### src/rtl/alk_pkg.sv
// Shared definitions for the ALK WBUS flag/loop load block: the loop state
// encoding, the loop counter width and the WBUS flag bit positions.
package alk_pkg;

  localparam int LOOP_CNT_W   = 6;
  localparam int WB_ALUSO_BIT = 31;
  localparam int WB_ALKC_BIT  = 30;

  typedef enum logic [1:0] {
    LOOP_IDLE = 2'd0,
    LOOP_RUN  = 2'd1,
    LOOP_DONE = 2'd2
  } loop_state_t;

  typedef logic [LOOP_CNT_W-1:0] loop_cnt_t;

endpackage

### src/rtl/alk_loop_ctr.sv
// Loop iteration down-counter and its IDLE/RUN/DONE sequencing FSM.
//   state     | meaning
//   LOOP_IDLE | no loop loaded since reset; steps are ignored
//   LOOP_RUN  | iterations remaining (cnt > 0); each step decrements
//   LOOP_DONE | count exhausted, cnt held at 0 until the next load
module alk_loop_ctr
  import alk_pkg::*;
(
  input  logic      clk_h,
  input  logic      reset_l,
  input  logic      load,
  input  loop_cnt_t load_cnt,
  input  logic      step,
  output loop_cnt_t loop_cnt,
  output logic      loop_busy,
  output logic      done_set
);

  loop_state_t state, state_nxt;
  loop_cnt_t   cnt_nxt;
  logic        last_step;

  assign last_step = (state == LOOP_RUN) && step && (loop_cnt <= loop_cnt_t'(1));

  always_ff @(posedge clk_h) begin
    if (!reset_l) begin
      state    <= LOOP_IDLE;
      loop_cnt <= '0;
    end else begin
      state    <= state_nxt;
      loop_cnt <= cnt_nxt;
    end
  end

  // A load always wins over a step arriving in the same cycle.
  always_comb begin
    state_nxt = state;
    cnt_nxt   = loop_cnt;
    if (load) begin
      cnt_nxt   = load_cnt;
      state_nxt = (load_cnt != '0) ? LOOP_RUN : LOOP_DONE;
    end else if (last_step) begin
      cnt_nxt   = '0;
      state_nxt = LOOP_DONE;
    end else if ((state == LOOP_RUN) && step) begin
      cnt_nxt = loop_cnt - loop_cnt_t'(1);
    end
  end

  always_comb begin
    loop_busy = (state == LOOP_RUN);
    done_set  = load ? (load_cnt == '0) : last_step;
  end

endmodule

### src/rtl/alk_wbus_flag_load.sv
// ALK flag registers (carry, shift-out, loop) with WBUS group loads, plus the
// loop counter sub-block.
module alk_wbus_flag_load
  import alk_pkg::*;
(
  input  logic        clk_h,
  input  logic        reset_l,
  input  logic [31:0] wbus_in_h,
  input  logic        alpctl_wb_group_ld,
  input  logic        alpctl_wb_aluf_h,
  input  logic        alpctl_wb_loopf_h,
  input  logic        alu_flag_upd_h,
  input  logic        alu_c_h,
  input  logic        alu_so_h,
  input  logic        loop_step_h,
  output logic        alkc_flag_h,
  output logic        aluso_flag_h,
  output logic        loop_flag_h,
  output logic [5:0]  loop_cnt_h,
  output logic        loop_busy_h
);

  logic      wb_alu_ld, wb_loop_ld, done_set;
  loop_cnt_t loop_cnt;
  logic      wbus_unused;

  assign wb_alu_ld   = alpctl_wb_group_ld & alpctl_wb_aluf_h;
  assign wb_loop_ld  = alpctl_wb_group_ld & alpctl_wb_loopf_h;
  assign wbus_unused = ^wbus_in_h[29:LOOP_CNT_W];

  alk_loop_ctr u_loop_ctr (
    .clk_h     (clk_h),
    .reset_l   (reset_l),
    .load      (wb_loop_ld),
    .load_cnt  (wbus_in_h[LOOP_CNT_W-1:0]),
    .step      (loop_step_h),
    .loop_cnt  (loop_cnt),
    .loop_busy (loop_busy_h),
    .done_set  (done_set)
  );

  assign loop_cnt_h = loop_cnt;

  always_ff @(posedge clk_h) begin
    if (!reset_l) begin
      alkc_flag_h  <= 1'b0;
      aluso_flag_h <= 1'b0;
    end else if (wb_alu_ld) begin
      alkc_flag_h  <= wbus_in_h[WB_ALKC_BIT];
      aluso_flag_h <= wbus_in_h[WB_ALUSO_BIT];
    end else if (alu_flag_upd_h) begin
      alkc_flag_h  <= alu_c_h;
      aluso_flag_h <= alu_so_h;
    end
  end

  // Bit 30 belongs to the ALU flags when both groups load together.
  always_ff @(posedge clk_h) begin
    if (!reset_l) begin
      loop_flag_h <= 1'b0;
    end else if (done_set) begin
      loop_flag_h <= 1'b1;
    end else if (wb_loop_ld) begin
      loop_flag_h <= wb_alu_ld ? 1'b0 : wbus_in_h[WB_ALKC_BIT];
    end
  end

endmodule

### config.mk
export PLATFORM = sky130hd
export DESIGN_NAME = alk_wbus_flag_load
export DESIGN_NICKNAME = d
export VERILOG_FILES = /design/src/rtl/alk_pkg.sv /design/src/rtl/alk_loop_ctr.sv /design/src/rtl/alk_wbus_flag_load.sv
export SDC_FILE = /design/constraint.sdc
export NUM_CORES = 1
export LEC_CHECK = 0
export CAP_MARGIN = 20
export CORE_MARGIN = 2
export CORE_UTILIZATION = 32
export DETAILED_ROUTE_END_ITERATION = 8
export GPL_TIMING_DRIVEN = 0
export PLACE_DENSITY = 0.8
export SETUP_SLACK_MARGIN = 0.3
export SLEW_MARGIN = 20
export SYNTH_ARGS = -nofsm -noshare
export SYNTH_HDL_FRONTEND = slang
export SYNTH_SLANG_ARGS = --single-unit
### constraint.sdc
create_clock -name clk_h -period 1.85 [get_ports clk_h]
set_input_delay 0.37 -clock clk_h [delete_from_list [all_inputs] [get_ports clk_h]]
set_output_delay 0.37 -clock clk_h [all_outputs]
set_load 0.005 [all_outputs]
# Yosys cells after proc, flatten, opt, wreduce, memory -nomap -nowiden
# Index checks and enable logic that the tools add are counted.
# word_totals
in_bits,41
memories,0
elab_cells,32
register_bits,11
out_inout_bits,10
ramBits,0
rom_bits,0
latch_bits,0
# classes
mul,0
muxes,14
n_eq_ne,1
n_bitwise,2
addsub,1
n_div,0
n_shift,0
n_reduce_logical,8
order_cmp,1
# ops
cell,count
$mux 6,3
$mux 1,8
$le 6x1->1 const B,1
$logic_not 6->1,1
$mux 2,3
$reduce_bool 2->1,3
$reduce_bool 6->1,1
$sub 6x1->6 const B,1
$reduce_bool 3->1,1
$and 1x1->1,2
$eq 2x1->1 const B,1
$logic_and 1x1->1,2

# Depth between registers and ports, before layout
# depth
ltp_word,5
ltp_mapped,5
depth_no_buf,5

# Hierarchy
# Synthesis repeated with hierarchy kept, for this count alone.
# unflattened
cells_unflattened,75
hier_area_um2,670.6
# by_module_without_submodules
module,seq_area_each_um2,area_each_um2,n_inst,cells_per_inst
alk_loop_ctr,160.2,514.2,1,61
alk_wbus_flag_load,60.1,156.4,1,14

# Least setup slack after synthesis
# OpenSTA, ideal clock, no wires.
# synth_path
path_type,reg-to-reg
start,register u_loop_ctr.loop_cnt[0]
end,register u_loop_ctr.state[1]
setup_time_ps,122
arrival_ps,1355
required_ps,1728
period_less_slack_ps,1477
slack_ps,373
path_buffers,0
path_stages_with_launch,6
path_cell_list,dfxtp_1 -> inv_1 -> ha_1 -> o21bai_1 -> nor3_2 -> o311a_1
# synth_between
elab_chain_len,3
# synth_lines
item,line_no,text
start: declaration,alk_loop_ctr.sv:14,"output loop_cnt_t loop_cnt,"
start signal: assignment,alk_loop_ctr.sv:31,loop_cnt <= cnt_nxt;
$le 6x1->1,alk_loop_ctr.sv:23,assign last_step = (state == LOOP_RUN) && step && (loop_cnt <= loop_cnt_t'(1));
$logic_and 1x1->1,alk_loop_ctr.sv:23,
$reduce_bool 2->1 (no line),-,
end signal: assignment,alk_loop_ctr.sv:30,state <= state_nxt;
end: declaration,alk_loop_ctr.sv:19,"loop_state_t state, state_nxt;"
# Every way passes these cells.
# A chain may end at the register's enable or synchronous reset.

# Final worst setup path
# layout_path
start,register u_loop_ctr.loop_cnt[4]
end,output port loop_cnt_h[4]
# layout_lines
item,line_no,text
end: declaration,alk_wbus_flag_load.sv:19,"output logic [5:0] loop_cnt_h,"
# No word-level cell between the ends.

==> impl_metrics.tcl <==
set metrics [dict create \
    outcome "completed" \
    dpl.cell_count 126 \
    yosysTopAreaCell "dfxtp_1" \
    overflow 0 \
    cp.arrival_ns 1.15 \
    cts_tree "done" \
    hold_viol_final 0 \
    rsz0062_at_grt "yes" \
    post_drt_wl_per_cell_um 14.30 \
    yosysWarnings 0 \
    p_sw_mw 0.1925 \
    drtIter0Drc 19 \
    vias 723 \
    drtPass1Iterations 4 \
    hold_start "reset_l" \
    cts_max_level 1 \
    r2r_start "u_loop_ctr.loop_cnt[2]" \
    leakage_nw 0.4338 \
    ys_seq_area_share_pct 34.31 \
    rows 16 \
    antenna_found_initial 0 \
    io_pins 51 \
    max-vdd-ir-drop_v 0.0002945 \
    drv_slew 0 \
    netSwitchingFraction_pct 30.28 \
    io_buffers 25 \
    setup_violations 0 \
    path_buf_inv 1 \
    fmaxAchievable_ghz 0.6558 \
    die_h_um 48.79 \
    p_int_mw 0.4433 \
    path_clk_slew_ns 0.08 \
    yosys_register_bits 11 \
    slew_headroom_pct 78.88 \
    syn_to_final_growth_pct 60.62 \
    start_util_pct 33.40 \
    final_area_um2 1031 \
    wirelength_um 1916 \
    synthCells 74 \
    crit_family "buffers and inverters" \
    p_per_area_nw_per_um2 616.7 \
    hold_class "in2reg" \
    clock_skew_ns 0.007087 \
    r2r_end "u_loop_ctr.loop_cnt[4]" \
    worst_pin_slew_ns 0.3169 \
    crit_start "u_loop_ctr.loop_cnt[4]" \
    grt_pass1_wl_um 3208 \
    place_congestion 0.8815 \
    insertedDiodeCount 0 \
    worstPathCellList "clkdlybuf4s50_1" \
    cts_buffer_depth 2 \
    reg2reg_depth 4 \
    final_cells 134 \
    grt_max_degree 11 \
    place_worst_setup_slack_ns -0.08333 \
    cts_sinks 11 \
    pwr-share-clk_pct 27.6 \
    synth_area_um2 641.9 \
    pwr-share-comb_pct 29.3 \
    postPlaceCellArea_um2 925.9 \
    r2r_slack_ns 0.44 \
    async_flop_share_pct 0 \
    clock_latency_ns 0.28 \
    fp.dieArea_um2 2380 \
    dp_hpwl_um 1388 \
    pwr-share-seq_pct 43.1 \
    setup-tns-final_ns 0 \
    fin_crit_ns 1.525 \
    ys.flop_type "dfxtp_1" \
    drc 0 \
    syn_avg_cell_area_um2 8.674 \
    finalPower_mw 0.6358 \
    min_to "u_loop_ctr.state[1]" \
    max_stage_delay_ns 0.51 \
    die_w_um 48.79 \
    layout_common_cells "17 x clkdlybuf4s50_1, 7 x inv_1, 6 x o21ai_0, 6 x a31oi_1" \
    final_common_cell "clkdlybuf4s50_1" \
    final_nets 151 \
    crit_type "reg2out" \
    synth-edff-count 0 \
    synth_area_leaders "dfxtp_1 34%, a31oi_1 5.8%, o21ai_0 4.7%" \
    antenna_left 0 \
    end_kind "output pin" \
    grt_usage_pct 17.32 \
    path_max_fanout 5 \
    coreArea_um2 1922 \
    synth_nets 117 \
    fin_ws_ns 0.3251 \
    start_kind "flop" \
    synth_top_area_share_pct 34.31 \
    cts-root-buf "clkbuf_4" \
    synth.distinct_cells 33 \
    min_period_over_period_pct 82.43 \
    critPathSlowestCell "clkdlybuf4s50_1" \
    routed_via_density 5.396 \
    worstHoldPathCells 2 \
    utilization_pct 53.65 \
    whs_ns 0.4345 \
    required_ns 1.48 \
    numCtsBuffers 3 \
    grt_pass1_vias 716 \
    max_cap_violations 0 \
    layout-drive-gt1-share_pct 22.43 \
]
[sequential cells by signal (all words and copies together) (netlist names)]
signal / flops
alkc_flag_h: 1
u_loop_ctr.loop_cnt: 6
loop_flag_h: 1
aluso_flag_h: 1
u_loop_ctr.state: 2
[what timing repair did]
item / CTS / global route
hold buffers: 0 / 0
setup endpoints to repair: 12 / 12
gates resized for setup: 19 / 9
pin swaps: 3 / 0
endpoints found under the hold margin: 0 / 0
setup buffers: 3 / 1
[power by group through the flow]
| stage | clock network, mW | registers (mW) | logic [mW] |
|---|---|---|---|
| after floorplan | 0 | 0.279 | 0.0761 |
| after global placement | 0 | 0.282 | 0.161 |
| after detailed placement | 0 | 0.283 | 0.165 |
| after CTS | 0.178 | 0.276 | 0.175 |
| after global routing | 0.185 | 0.278 | 0.203 |
| final | 0.176 | 0.274 | 0.186 |
[per-layer routing]
| layer | up-vias | wire length [µm] | global-route usage, % |
|---|---|---|---|
| li1 | 349 | - | - |
| met5 | - | 0 | 0 |
| met1 | 331 | 880 | 22.69 |
| met4 | 0 | 31 | 9.048 |
| met3 | 3 | 179 | 5.828 |
| met2 | 40 | 825 | 25.11 |
[cell type report]
cell class | instances | area (µm²)
buffer | 3 | 13.76
tap | 27 | 33.78
multi-input combinational | 53 | 406.6
inverter | 7 | 26.28
fill | 191 | 890.9
sequential | 11 | 242.7
clock buffer | 4 | 26.28
timing repair buffer | 29 | 281.5
[worst max-delay path by stage]
stage	endpoint	slack, ns	depth (start not counted)
final	loop_cnt_h[4]	0.33	1
after floorplan	u_loop_ctr.state[1]	0.37	5
after global placement	loop_flag_h	-0.07	4
after global routing	u_loop_ctr.loop_cnt[3]	0.30	5
after detailed placement	loop_flag_h	-0.08	4
after CTS	loop_cnt_h[1]	0.31	1
[kinds of logic after synthesis]
kind of cell             synth area share [%]
flip-flops                              34.31
buffers and inverters                   6.043
AND/OR/NAND/NOR                         21.25
multiplexers                            3.119
AO/OA/AOI/OAI                           31.39
adder cells (fa/ha/maj)                 3.898
[synthesized netlist by cell type (4+ instances only)]
library cell	instances
nor2_1	4
nand2_1	5
inv_1	7
dfxtp_1	11
a31oi_1	6
o21ai_0	6
(Power assumes the default switching activity.)
